==> config.mk <==
export PLATFORM = sky130hd
export DESIGN_NAME = battousai_mem_seq
export DESIGN_NICKNAME = d
export VERILOG_FILES = /design/src/rtl/battousai_mem_seq.sv
export SDC_FILE = /design/constraint.sdc
export NUM_CORES = 1
export LEC_CHECK = 0
export ABC_AREA = 1
export CORE_ASPECT_RATIO = 0.75
export CORE_UTILIZATION = 53
export CTS_CLUSTER_DIAMETER = 100
export DETAILED_ROUTE_END_ITERATION = 12
export PLACE_DENSITY = 0.85
export SYNTH_ARGS = -nofsm -noshare
export SYNTH_HDL_FRONTEND = slang
export SYNTH_SLANG_ARGS = --single-unit
export TNS_END_PERCENT = 5
==> constraint.sdc <==
create_clock -name clk -period 7.19 [get_ports clk]
set_input_delay 1.0785 -clock clk [delete_from_list [all_inputs] [get_ports clk]]
set_output_delay 1.0785 -clock clk [all_outputs]
set_load 0.005 [all_outputs]
==> src/rtl/battousai_mem_seq.sv <==
// battousai_mem_seq: multicycle load/store sequencer for a 64-bit data memory.
// Sub-doubleword stores read-modify-write; sd writes directly; loads extend.
// Ports: clk, reset (async, active-low), start/is_store/funct3/addr/store_data
//   request (sampled in IDLE); mem_rdata in; mem_addr/mem_we/mem_wdata out;
//   load_data, busy, done status; misalign only with MISALIGN_TRAP_EN defined.
// Option: `define MISALIGN_TRAP_EN to trap misaligned halfword/word/dword access.
module battousai_mem_seq #(
  parameter int unsigned MEM_LAT = 1
) (
  input  logic        clk,
  input  logic        reset,
  input  logic        start,
  input  logic        is_store,
  input  logic [2:0]  funct3,
  input  logic [63:0] addr,
  input  logic [63:0] store_data,
  input  logic [63:0] mem_rdata,
  output logic [63:0] mem_addr,
  output logic        mem_we,
  output logic [63:0] mem_wdata,
  output logic [63:0] load_data,
  output logic        busy,
  output logic        done
`ifdef MISALIGN_TRAP_EN
  ,
  output logic        misalign
`endif
);

  typedef enum logic [1:0] {
    IDLE  = 2'd0,
    READ  = 2'd1,
    WRITE = 2'd2,
    DONE  = 2'd3
  } state_t;

  localparam logic [2:0] LAST = 3'(MEM_LAT - 1);

  state_t      state_q, state_d;
  logic [2:0]  cnt_q, cnt_d;
  logic        st_q, st_d;
  logic [2:0]  f3_q, f3_d;
  logic [63:0] addr_q, addr_d;
  logic [63:0] sd_q, sd_d;
  logic [63:0] rd_buf_q, rd_buf_d;
  logic [63:0] mem_addr_q, mem_addr_d;
  logic        mem_we_q, mem_we_d;
  logic [63:0] mem_wdata_q, mem_wdata_d;
  logic [63:0] load_data_q, load_data_d;
  logic        busy_q, busy_d;
  logic        done_q, done_d;

  // Access size code: 0=byte 1=half 2=word 3=dword.
  // Stores with funct3 4..7 are treated as sd.
  function automatic logic [1:0] size_of(
    input logic st, input logic [2:0] f3);
    return (st && f3[2]) ? 2'd3 : f3[1:0];
  endfunction

  function automatic logic [63:0] merge(
    input logic [63:0] rb, input logic [63:0] sd,
    input logic [1:0] sz);
    logic [63:0] r;
    unique case (sz)
      2'd0:    r = {rb[63:8],  sd[7:0]};
      2'd1:    r = {rb[63:16], sd[15:0]};
      2'd2:    r = {rb[63:32], sd[31:0]};
      default: r = sd;
    endcase
    return r;
  endfunction

  function automatic logic [63:0] ext(
    input logic [63:0] rb, input logic [2:0] f3);
    logic [63:0] r;
    logic        sx;
    sx = ~f3[2];
    unique case (f3[1:0])
      2'd0:    r = {{56{sx & rb[7]}},  rb[7:0]};
      2'd1:    r = {{48{sx & rb[15]}}, rb[15:0]};
      2'd2:    r = {{32{sx & rb[31]}}, rb[31:0]};
      default: r = rb;
    endcase
    return r;
  endfunction

`ifdef MISALIGN_TRAP_EN
  logic mis_q, mis_d;
  logic mis_in;
  always_comb begin
    mis_in = 1'b0;
    unique case (size_of(is_store, funct3))
      2'd1:    mis_in = addr[0];
      2'd2:    mis_in = |addr[1:0];
      2'd3:    mis_in = |addr[2:0];
      default: mis_in = 1'b0;
    endcase
  end
`endif

  always_comb begin
    state_d     = state_q;
    cnt_d       = cnt_q;
    st_d        = st_q;
    f3_d        = f3_q;
    addr_d      = addr_q;
    sd_d        = sd_q;
    rd_buf_d    = rd_buf_q;
    load_data_d = load_data_q;
`ifdef MISALIGN_TRAP_EN
    mis_d       = 1'b0;
`endif
    unique case (state_q)
      IDLE: begin
        if (start) begin
          st_d   = is_store;
          f3_d   = funct3;
          addr_d = addr;
          sd_d   = store_data;
          cnt_d  = 3'd0;
`ifdef MISALIGN_TRAP_EN
          if (mis_in) begin
            state_d = DONE;
            mis_d   = 1'b1;
          end else
`endif
          if (is_store &&
              size_of(is_store, funct3) == 2'd3)
            state_d = WRITE;
          else
            state_d = READ;
        end
      end
      READ: begin
        if (cnt_q == LAST) begin
          cnt_d    = 3'd0;
          rd_buf_d = mem_rdata;
          if (st_q) begin
            state_d = WRITE;
          end else begin
            state_d     = DONE;
            load_data_d = ext(rd_buf_d, f3_q);
          end
        end else begin
          cnt_d = cnt_q + 3'd1;
        end
      end
      WRITE:   state_d = DONE;
      DONE:    state_d = IDLE;
      default: state_d = IDLE;
    endcase

    // Outputs are registered from the next state so they
    // line up with the state they belong to.
    mem_addr_d  = (state_d == READ || state_d == WRITE)
                  ? addr_d : 64'd0;
    mem_we_d    = (state_d == WRITE);
    mem_wdata_d = (state_d == WRITE)
                  ? merge(rd_buf_d, sd_d, size_of(st_d, f3_d))
                  : 64'd0;
    busy_d      = (state_d != IDLE);
    done_d      = (state_d == DONE);
  end

  always_ff @(posedge clk or negedge reset) begin
    if (!reset) begin
      state_q     <= IDLE;
      cnt_q       <= 3'd0;
      st_q        <= 1'b0;
      f3_q        <= 3'd0;
      addr_q      <= 64'd0;
      sd_q        <= 64'd0;
      rd_buf_q    <= 64'd0;
      mem_addr_q  <= 64'd0;
      mem_we_q    <= 1'b0;
      mem_wdata_q <= 64'd0;
      load_data_q <= 64'd0;
      busy_q      <= 1'b0;
      done_q      <= 1'b0;
`ifdef MISALIGN_TRAP_EN
      mis_q       <= 1'b0;
`endif
    end else begin
      state_q     <= state_d;
      cnt_q       <= cnt_d;
      st_q        <= st_d;
      f3_q        <= f3_d;
      addr_q      <= addr_d;
      sd_q        <= sd_d;
      rd_buf_q    <= rd_buf_d;
      mem_addr_q  <= mem_addr_d;
      mem_we_q    <= mem_we_d;
      mem_wdata_q <= mem_wdata_d;
      load_data_q <= load_data_d;
      busy_q      <= busy_d;
      done_q      <= done_d;
`ifdef MISALIGN_TRAP_EN
      mis_q       <= mis_d;
`endif
    end
  end

  assign mem_addr  = mem_addr_q;
  assign mem_we    = mem_we_q;
  assign mem_wdata = mem_wdata_q;
  assign load_data = load_data_q;
  assign busy      = busy_q;
  assign done      = done_q;
`ifdef MISALIGN_TRAP_EN
  assign misalign  = mis_q;
`endif

endmodule

==> summary.md, run 1 <==
| Metric | Value |
|---|---|
| Status | finished, final reports clean |
| Ys flop type | dfrtp_1 |
| Max Cap Violations | 0 |
| Sequential power share | 0.356 |
| EDFF count, synth | 0 |
| Fin Hold WS | 477.3 ps |
| Clock Sinks | around 390 |
| Area of the multi-input gates | about 4400 um^2 |
| P_sw | around 3.7 mW |
| Reg-to-reg startpoint | cnt_q[0] |
| Skew final | 14.04 ps |
| Placed Cells incl. Taps | ~2300 |
| Area contributors post-synth | dfrtp_1, nand2_1, inv_1, o21ai_0, nor2_1 |
| Placed Area | between 15000 and 20000 um^2 |
| Register area | 9709 um^2 |
| Mean Syn Cell Area | between 9 and 10 um^2 |
| Vias in the first global route | roughly 13000 |
| Proportion of layout cells with a drive suffix above 1 | 0.07865 |
| Cts hold-fix bufs | 0 |
| Worst-case clock buffer depth | 3 |
| Sw frac | 0.3714 |
| Fmax | ~220 MHz |
| Port Buffers | about 400 |
| Hold path cells | 2 |
| Initial antenna violation count | 4 |
| Vias per inst | 5.153 |
| # fillers | a little under 2000 |
| Cell area power density | ~480 nW/um^2 |
| Nets@finish | approximately 2200 |
| CTS tree | done |
| Row count | 53 |
| Crit Reg-Reg Endpoint | mem_wdata[7] |
| Clock transition at the registers of the reported paths | ~60 ps |
| Final period util | 0.6438 |
| Worst EP required | ~7600 ps |
| CP startpoint kind | register |
| Non-filler cells, final | 2399 |
| Overall Global Routing Usage | 0.2926 |
| Die Ht | between 100 and 150 um |
| Seq/Total Area, Yosys | 0.6308 |
| Netlist Area Pre-Place | between 15000 and 20000 um^2 |
| Clock power frac | 0.206 |
| Setup crit start | cnt_q[0] |
| Synth area leader | dfrtp_1 |
| R2r setup slk | 2560 ps |
| Hold Vio Cnt, Final | 0 |
| Syn nets | 1833 |
| Core area | about 28000 um^2 |
| Critical path class | reg2reg |
| Total power | approximately 10 mW |
| Max Slew Vio Count | 0 |
| Largest net degree at the start of global routing | around 140 |
| Worst slack, placed | between 2000 and 3000 ps |
| Synth cell types | 32 |
| Worst-Margin Slew | roughly 1200 ps |
| Root Driver | clkbuf_16 |
| Number of gates resized after cts | 0 |
| Area growth from synthesis to layout | 34.79% |
| Initial Utilization | 0.5448 |
| Drt pass-1 iters | 5 |
| Setup violations, final | 0 |
| Global-route wire length before repair | 66.94 mm |
| # IOs | 394 |
| Total grt overflow | 0 |
| Post-synthesis cell count | between 1500 and 2000 |
| Worst-Skew Late Latency | around 530 ps |
| RSZ-0062 raised after global routing | no |
| DIE AREA | 29730 um^2 |
| Post-DRT Antenna Nets | 0 |
| Final GP Congestion | around 0.83 |
| CP Capture Type | register |
| VDD IR max | between 300 and 400 uV |
| WL/cell | about 18 um |
| Rel. slew slack | 0.1774 |
| Detailed Place HPWL | 27.89 mm |
| Worst R2R Path Depth | 11 |
| Top cell type's share of synthesized area | 0.6308 |
| Internal Pwr Total | 6.296 mW |
| Vias | approximately 12000 |
| Drt total wl | ~43 mm |
| Die W | 198.8 um |
| DRC viols | 0 |
| #FFs+latches synth | just under 400 |
| Synth warn | 0 |
| Post-synth top cells | dfrtp_1, nand2_1, inv_1, nor2_1, o21ai_0 |
| Critical Path End | mem_wdata[7] |
| Critical path fanouts, max | 89 |
| Async set-reset flop share out of synthesis | 1.000 |
| Setup TNS | 0 ps |
| Final WS setup | 2561 ps |
| Crit path time final | ~4600 ps |
| Worst hold path type | reg2reg |
| Top-count cell post-synth | dfrtp_1 |
| Arrival time worst endpoint | about 5100 ps |
| Final design utilization | 0.7343 |
| Leak Pwr | between 9 and 10 nW |
| CTS buffer count | 38 |
| Post-route cell area | about 21000 um^2 |
| Drt first-iter violations | between 600 and 700 |
| Comb pwr share | 0.437 |
| H-tree levels | 2 |
| Post-CTS Setup Bufs | 0 |
[worst min path at each step]
stage	from	to
final	sd_q[49]	sd_q[49]
after global routing	sd_q[57]	sd_q[57]
after floorplan	rd_buf_q[16]	rd_buf_q[16]
after detailed placement	rd_buf_q[27]	rd_buf_q[27]
after CTS	rd_buf_q[27]	rd_buf_q[27]
after global placement	rd_buf_q[17]	rd_buf_q[17]
[sequential cells by signal (all words and copies together) (netlist names)]
register   flops
sd_q          64
rd_buf_q      56
busy           1
cnt_q          3
mem_we         1
st_q           1
mem_wdata     64
state_q        2
f3_q           3
addr_q        64
mem_addr      64
done           1
load_data     64
[power groups by stage]
stage	sequential, mW	combinational, mW	clock [mW]
6_report	3.57	4.38	2.07
5_1_grt	3.65	4.89	2.18
4_1_cts	3.57	4.40	2.09
3_5_place_dp	3.59	4.33	0
3_3_place_gp	3.55	4.13	0
2_1_floorplan	3.54	2.61	0
[cell usage in the layout, fill, tap and decap left out, types with 4 or more instances in the layout]
| cell | instances |
|---|---|
| or2_2 | 67 |
| o22a_1 | 32 |
| bufinv_16 | 4 |
| o21ai_1 | 30 |
| nand3b_1 | 10 |
| nand2_1 | 341 |
| nor2_1 | 173 |
| a31oi_1 | 8 |
| inv_2 | 6 |
| dfrtp_1 | 388 |
| or2_0 | 13 |
| a21oi_1 | 48 |
| inv_1 | 214 |
| clkbuf_8 | 9 |
| nand3_1 | 35 |
| clkbuf_1 | 8 |
| clkbuf_16 | 39 |
| diode_2 | 5 |
| clkinv_2 | 7 |
| nand2_4 | 5 |
| nand4_1 | 10 |
| o21ai_0 | 140 |
| clkdlybuf4s50_1 | 392 |
| ha_1 | 4 |
| buf_4 | 8 |
[cell families after synthesis]
family | after synthesis | synth area share
buffers and inverters | 311 | 0.08373
AND/OR/NAND/NOR | 663 | 0.1868
AO/OA/AOI/OAI | 261 | 0.09398
adder cells (fa/ha/maj) | 5 | 0.004065
flip-flops | 388 | 0.6308
XOR/XNOR | 1 | 0.0005692
[layout make-up]
class,count,area share
clock buffer,56,0.05446
inverter,221,0.04005
antenna,5,0.0006031
multi-input combinational,930,0.2119
timing repair buffer,402,0.1937
tap,385,0.02322
sequential,388,0.4680
clock inverter,12,0.008022
[routing by layer]
metal / vias up / share of wire / track usage
li1: 5726 / - / -
met1: 6043 / 0.40 / 0.3720
met2: 492 / 0.48 / 0.4760
met3: 100 / 0.086 / 0.08316
met4: 0 / 0.033 / 0.1150
met5: - / 0 / 0
[critical path: stages, from the launching register on]
cell	delay, ps
dfrtp_1	420
inv_1	80
ha_1	140
inv_1	40
nor2_1	700
nand2_4	660
inv_2	530
a211oi_1	130
inv_1	140
ha_2	1020
inv_1	400
nor2_1	210
Note: power is estimated with default switching activity, not from simulation.
==> inputs of run 2 (changes only) <==
--- a/config.mk
+++ b/config.mk
@@ -7,10 +7,10 @@
 export LEC_CHECK = 0
 export ABC_AREA = 1
 export CORE_ASPECT_RATIO = 0.75
-export CORE_UTILIZATION = 53
+export CORE_UTILIZATION = 44
 export CTS_CLUSTER_DIAMETER = 100
 export DETAILED_ROUTE_END_ITERATION = 12
-export PLACE_DENSITY = 0.85
+export PLACE_DENSITY = 0.75
 export SYNTH_ARGS = -nofsm -noshare
 export SYNTH_HDL_FRONTEND = slang
 export SYNTH_SLANG_ARGS = --single-unit
==> constraint.sdc (replaced) <==
create_clock -name clk -period 4 [get_ports clk]
set_input_delay 0.6 -clock clk [delete_from_list [all_inputs] [get_ports clk]]
set_output_delay 0.6 -clock clk [all_outputs]
set_load 0.005 [all_outputs]
==> run 2 against run 1 <==
Effect of this change:
- first-iteration DRC count grew 40%
- setup slack lost 1400 ps
- flip-flop and latch count did not move
- die area up 20%
- largest power group unchanged
- via count is 0.98% lower
- cell count is 3.4% higher
- routed wire length up 1.1%
- sequential share of layout area decreased by 0.46 points
- combinational power is 82% higher
- global-route usage shrank 4.8 points
- cell area is 0.98% higher
- maximum frequency grew 66%
==> summary.md, run 2 (same netlist as run 1, synthesis figures left out) <==
| Metric | Value |
|---|---|
| VDD IR max | 540.9 uV (was 334.4 uV) |
| Slowest-stage cell, CP | inv_2 (was ha_2) |
| Post-route cell area | 20950 um^2 (was 20740 um^2) |
| Largest net degree at the start of global routing | 96 (was 135) |
| Met2 wire length | 19.75 mm (was 20.62 mm) |
| Vias | 12240 (was 12360) |
| Max Slew Vio Count | 0 (unchanged) |
| Cell area power density | 858.2 nW/um^2 (was 482.8 nW/um^2) |
| Initial antenna violation count | 9 (was 4) |
| Proportion of layout cells with a drive suffix above 1 | 0.08449 (was 0.07865) |
| WL/cell | 17.55 um (was 17.96 um) |
| Register area | 9709 um^2 (unchanged) |
| Die W | 218.0 um (was 198.8 um) |
| Placed Cells incl. Taps | 2402 (was 2326) |
| Core area | 33960 um^2 (was 28250 um^2) |
| Commonest non-fill, non-tap cells in the layout | clkdlybuf4s50_1, dfrtp_1, nand2_1, inv_1, nor2_1 (unchanged) |
| Post-CTS Setup Bufs | 0 (unchanged) |
| Worst hold path type | in2async (was reg2reg) |
| Vias per inst | 4.933 (was 5.153) |
| CP Depth | 12 (was 11) |
| Critical Path End | mem_addr[55] (was mem_wdata[7]) |
| Top Family by Delay on Critical Path | buffers and inverters (was simple AND/OR/NAND/NOR gates) |
| # fillers | 2854 (was 1951) |
| Port Buffers | 393 (unchanged) |
| Detailed Place HPWL | 29.36 mm (was 27.89 mm) |
| Vias in the first global route | 12400 (was 12510) |
| Worst path cell trace | inv_1, ha_1, inv_1, nor2_1, buf_4, nand2_4, inv_2, a211oi_1, ha_1, inv_2, buf_4, nor2_1 (was inv_1, ha_1, inv_1, nor2_1, nand2_4, inv_2, a211oi_1, inv_1, ha_2, inv_1, nor2_1) |
| Crit path time final | 2795 ps (was 4629 ps) |
| Total power | 17.98 mW (was 10.01 mW) |
| CTS tree | done (unchanged) |
| Final period util | 0.6988 (was 0.6438) |
| Leak Pwr | 10.01 nW (was 9.944 nW) |
| Drt first-iter violations | 963 (was 688) |
| Global-route wire length before repair | 67.88 mm (was 66.94 mm) |
| Worst EP required | 4410 ps (was 7640 ps) |
| Non-filler cells, final | 2481 (was 2399) |
| Hold Vio Cnt, Final | 0 (unchanged) |
| Total grt overflow | 0 (unchanged) |
| Status | finished, final reports clean (unchanged) |
| Final design utilization | 0.6168 (was 0.7343) |
| Worst R2R Path Depth | 12 (was 11) |
| Fmax | 357.8 MHz (was 216.0 MHz) |
| Root Driver | clkbuf_16 (unchanged) |
| Drt pass-1 iters | 5 (unchanged) |
| Metal3 WL | 3.716 mm (was 3.718 mm) |
| Rel. slew slack | 0.2829 (was 0.1774) |
| Skew final | 33.94 ps (was 14.04 ps) |
| M1 WL | 18.81 mm (was 17.35 mm) |
| Final GP Congestion | 0.8342 (was 0.8276) |
| Max incr delay on CP | 410 ps (was 1020 ps) |
| Placed Area | 19650 um^2 (was 19440 um^2) |
| Nets@finish | 2197 (was 2185) |
| Setup violations, final | 0 (unchanged) |
| R2r setup slk | 1200 ps (was 2560 ps) |
| RSZ-0062 raised after global routing | no (unchanged) |
| Setup TNS | 0 ps (unchanged) |
| Most common cell after layout, fill and taps aside | clkdlybuf4s50_1 (unchanged) |
| Clock Sinks | 388 (unchanged) |
| Critical path class | reg2reg (unchanged) |
| Die Ht | 164.0 um (was 149.6 um) |
| Critical path fanouts, max | 29 (was 89) |
| Reg-to-reg startpoint | cnt_q[0] (unchanged) |
| Clock transition at the registers of the reported paths | 70 ps (was 60 ps) |
| # IOs | 394 (unchanged) |
| CP startpoint kind | register (unchanged) |
| H-tree levels | 2 (unchanged) |
| DIE AREA | 35740 um^2 (was 29730 um^2) |
| Cts hold-fix bufs | 0 (unchanged) |
| Max Cap Violations | 0 (unchanged) |
| Area of the multi-input gates | 4395 um^2 (unchanged) |
| Overall Global Routing Usage | 0.2442 (was 0.2926) |
| Crit path buffers/inverters | 6 (was 5) |
| Worst-case clock buffer depth | 3 (unchanged) |
| Worst-Skew Late Latency | 550 ps (was 530 ps) |
| Drt total wl | 43.55 mm (was 43.09 mm) |
| Initial Utilization | 0.4532 (was 0.5448) |
| CTS buffer count | 39 (was 38) |
| CP Capture Type | register (unchanged) |
| Worst-Margin Slew | 1073 ps (was 1234 ps) |
| Post-DRT Antenna Nets | 0 (unchanged) |
| Crit Reg-Reg Endpoint | mem_addr[55] (was mem_wdata[7]) |
| Arrival time worst endpoint | 3200 ps (was 5080 ps) |
| Area growth from synthesis to layout | 36.11% (was 34.79%) |
| Row count | 58 (was 53) |
| Uppermost layer routed | met5 (was met4) |
| Setup crit start | cnt_q[0] (unchanged) |
| Number of gates resized after cts | 0 (unchanged) |
| DRC viols | 0 (unchanged) |
## run 2: cell types whose count changed in the layout (fill, tap and decap cells not counted), sizes merged
cell and delta:
inv +2, clkinv +3, clkbuf +1, bufinv -2, buf +11, diode +2
## run 2: worst min-delay path by stage
stage / startpoint / end / slack, ps
after floorplan: reset / addr_q[0] / 300
after global placement: rd_buf_q[18] / rd_buf_q[18] / 460
after detailed placement: rd_buf_q[16] / rd_buf_q[16] / 460
after CTS: reset / mem_wdata[7] / 70
after global routing: reset / mem_addr[49] / 90
final: reset / mem_addr[48] / 60
## run 2: cell type report
cell class                 instances  share of cell area
clock inverter                    15            0.007526
tap                              450             0.02688
sequential                       388              0.4635
clock buffer                      57             0.05363
antenna                            7           0.0008362
multi-input combinational        930              0.2098
inverter                         221             0.03966
timing repair buffer             413              0.1982
## run 2: report_power, final
part           switching [mW]  internal [mW]  leakage [nW]  total, mW
clock                    1.56           2.10         0.631       3.66
sequential              0.605           5.76          4.66       6.36
combinational            4.54           3.41          4.71       7.95
## run 2: through the flow
step	worst slack [ps]	hold slack [ps]
final	1205	62.06
after global placement	828.3	455.4
after detailed placement	770.4	458.7
after CTS	1222	67.81
after floorplan	1536	304.4
after global routing	932.7	89.67
## run 2: metal layers
layer  GRT usage  up-vias
met1      0.3293     5939
met5           0        -
met4     0.08010        4
met2      0.3775      434
met3     0.07389       87
li1            -     5776
==> inputs of run 3 (changes only) <==
==> constraint.sdc (replaced) <==
create_clock -name clk -period 2.5 [get_ports clk]
set_input_delay 0.375 -clock clk [delete_from_list [all_inputs] [get_ports clk]]
set_output_delay 0.375 -clock clk [all_outputs]
set_load 0.005 [all_outputs]
==> run 3 against run 2 <==
Effect of this change:
- first-iteration DRC count up 9.1%
- flip-flop and latch count unchanged
- setup slack worse by 950 ps
- clock power up 63%
- critical path type unchanged
- core utilization up 0.92 points
- sequential power up 60%
- worst hold slack better by 290 ps
- clock skew down 14 ps
- global-route usage up 0.097 points
- count of clock-buffer cells in the layout up 2
- total power up 63%
==> summary.md, run 3 (same netlist as run 1, synthesis figures left out) <==
| Metric | Value |
|---|---|
| Register area | 9709 um^2 (unchanged) |
| Root Driver | clkbuf_16 (unchanged) |
| Arrival time worst endpoint | 2690 ps (was 3200 ps) |
| Worst-Skew Late Latency | 540 ps (was 550 ps) |
| Cell area power density | 1378 nW/um^2 (was 858.2 nW/um^2) |
| Crit path time final | 2241 ps (was 2795 ps) |
| Row count | 58 (unchanged) |
| Setup TNS | 0 ps (unchanged) |
| DIE AREA | 35740 um^2 (unchanged) |
| Post-CTS Setup Bufs | 0 (unchanged) |
| Initial antenna violation count | 3 (was 9) |
| Fmax | 446.2 MHz (was 357.8 MHz) |
| # fillers | 2801 (was 2854) |
| Drt pass-1 iters | 5 (unchanged) |
| Area growth from synthesis to layout | 38.15% (was 36.11%) |
| Leak Pwr | 10.17 nW (was 10.01 nW) |
| Vias per inst | 4.919 (was 4.933) |
| Vias | 12270 (was 12240) |
| Overall Global Routing Usage | 0.2452 (was 0.2442) |
| Max Slew Vio Count | 0 (unchanged) |
| VDD IR max | 953.4 uV (was 540.9 uV) |
| CP startpoint kind | register (unchanged) |
| Total grt overflow | 0 (unchanged) |
| Drt first-iter violations | 1051 (was 963) |
| Commonest non-fill, non-tap cells in the layout | clkdlybuf4s50_1, dfrtp_1, nand2_1, inv_1, nor2_1 (unchanged) |
| Final WS setup | 259.1 ps (was 1205 ps) |
| Final period util | 0.8964 (was 0.6988) |
| Post-DRT Antenna Nets | 0 (unchanged) |
| Final GP Congestion | 0.8542 (was 0.8342) |
| Die W | 218.0 um (unchanged) |
| Skew final | 20.27 ps (was 33.94 ps) |
| RSZ-0062 raised after global routing | no (unchanged) |
| Slowest-stage cell, CP | dfrtp_1 (was inv_2) |
| Clock Sinks | 388 (unchanged) |
| H-tree levels | 2 (unchanged) |
| Proportion of layout cells with a drive suffix above 1 | 0.09559 (was 0.08449) |
| DRC viols | 0 (unchanged) |
| Worst path cell trace | nor2_4, nand2_4, buf_4, nand2_1, nand2_1, nand2_2, buf_12, nand3_2, nand2_1, inv_1, nor2_1 (was inv_1, ha_1, inv_1, nor2_1, buf_4, nand2_4, inv_2, a211oi_1, ha_1, inv_2, buf_4, nor2_1) |
| # IOs | 394 (unchanged) |
| CTS buffer count | 40 (was 39) |
| Nets@finish | 2215 (was 2197) |
| Worst-Margin Slew | 576.4 ps (was 1073 ps) |
| Clock transition at the registers of the reported paths | 60 ps (was 70 ps) |
| Critical path class | reg2reg (unchanged) |
| Drt total wl | 43.39 mm (was 43.55 mm) |
| Area of the multi-input gates | 4404 um^2 (was 4395 um^2) |
| WL/cell | 17.40 um (was 17.55 um) |
| Critical path fanouts, max | 73 (was 29) |
| Hold Vio Cnt, Final | 0 (unchanged) |
| Total power | 29.31 mW (was 17.98 mW) |
| Worst slack, placed | 47.16 ps (was 770.4 ps) |
| Detailed Place HPWL | 29.55 mm (was 29.36 mm) |
| Worst hold path type | in2async (unchanged) |
| CTS tree | done (unchanged) |
| Core area | 33960 um^2 (unchanged) |
| Max Cap Violations | 0 (unchanged) |
| Status | finished, final reports clean (unchanged) |
| Worst-case clock buffer depth | 3 (unchanged) |
| Top Family by Delay on Critical Path | simple AND/OR/NAND/NOR gates (was buffers and inverters) |
| Setup violations, final | 0 (unchanged) |
| CP most frequent cell | nand2_1 |
| Port Buffers | 393 (unchanged) |
| Vias in the first global route | 12430 (was 12400) |
| Global-route wire length before repair | 68.39 mm (was 67.88 mm) |
| Worst EP required | 2950 ps (was 4410 ps) |
| Most common cell after layout, fill and taps aside | clkdlybuf4s50_1 (unchanged) |
| Rel. slew slack | 0.6157 (was 0.2829) |
| Max incr delay on CP | 470 ps (was 410 ps) |
| Die Ht | 164.0 um (unchanged) |
| Initial Utilization | 0.4532 (unchanged) |
| Largest net degree at the start of global routing | 130 (was 96) |
| CP Capture Type | register (unchanged) |
| Crit path buffers/inverters | 3 (was 6) |
[run 3: power breakdown]
part	leakage [nW]	switching, mW	internal [mW]
Clock	0.665	2.49	3.49
Sequential	4.66	0.983	9.22
Combinational	4.84	7.30	5.83
Total	10.2	10.8	18.5
[run 3: worst paths after layout]
path	startpoint	endpoint	slack (ps)	cells after the start
setup reg to reg	state_q[0]	mem_wdata[9]	260	11
max in group asynchronous	reset	sd_q[43]	1220	3
setup / recovery	state_q[0]	mem_wdata[9]	260	11
hold reg to reg	rd_buf_q[19]	rd_buf_q[19]	480	2
hold / removal	reset	mem_addr[59]	360	2
min in group clk	mem_rdata[2]	load_data[2]	380	3
[run 3: cell type report]
class | count | area share
Tap cell | 450 | 0.02648
Multi-Input combinational cell | 930 | 0.2071
Clock inverter | 12 | 0.003943
Antenna cell | 4 | 0.0004708
Inverter | 221 | 0.03907
Timing Repair Buffer | 430 | 0.2072
Sequential cell | 388 | 0.4566
Clock buffer | 59 | 0.05902
[run 3: per-layer routing]
layer | vias to the layer above | share of wire | routed length [um] | GRT usage
li1 | 5800 | - | - | -
met4 | 0 | 0.024 | 1027 | 0.07374
met3 | 69 | 0.086 | 3728 | 0.06704
met1 | 5964 | 0.43 | 18590 | 0.3349
met2 | 435 | 0.46 | 20050 | 0.3824
met5 | - | 0 | 0 | 0
[run 3: through the flow]
step,cell area (um^2),utilization,instances,hold WS [ps]
4_1_cts,21240,0.6255,2490,361.3
6_report,21260,0.6261,2494,356.7
2_1_floorplan,15390,-,1629,79.41
3_5_place_dp,19900,0.5858,2418,336.5
3_3_place_gp,19900,0.5858,2418,334.5
5_1_grt,21260,0.6259,2492,376.2
[run 3: timing repair]
item,CTS,global route
hold endpoints to repair,49,0
setup endpoints to repair,0,118
resized for setup,0,2
hold buffers,1,0
[run 3: worst register-to-register path: cells and delay by family, from the launching register on]
family / cells / cell delay (ps)
simple gates: 8 / 1100
buf+inv: 3 / 590
flops: 1 / 470
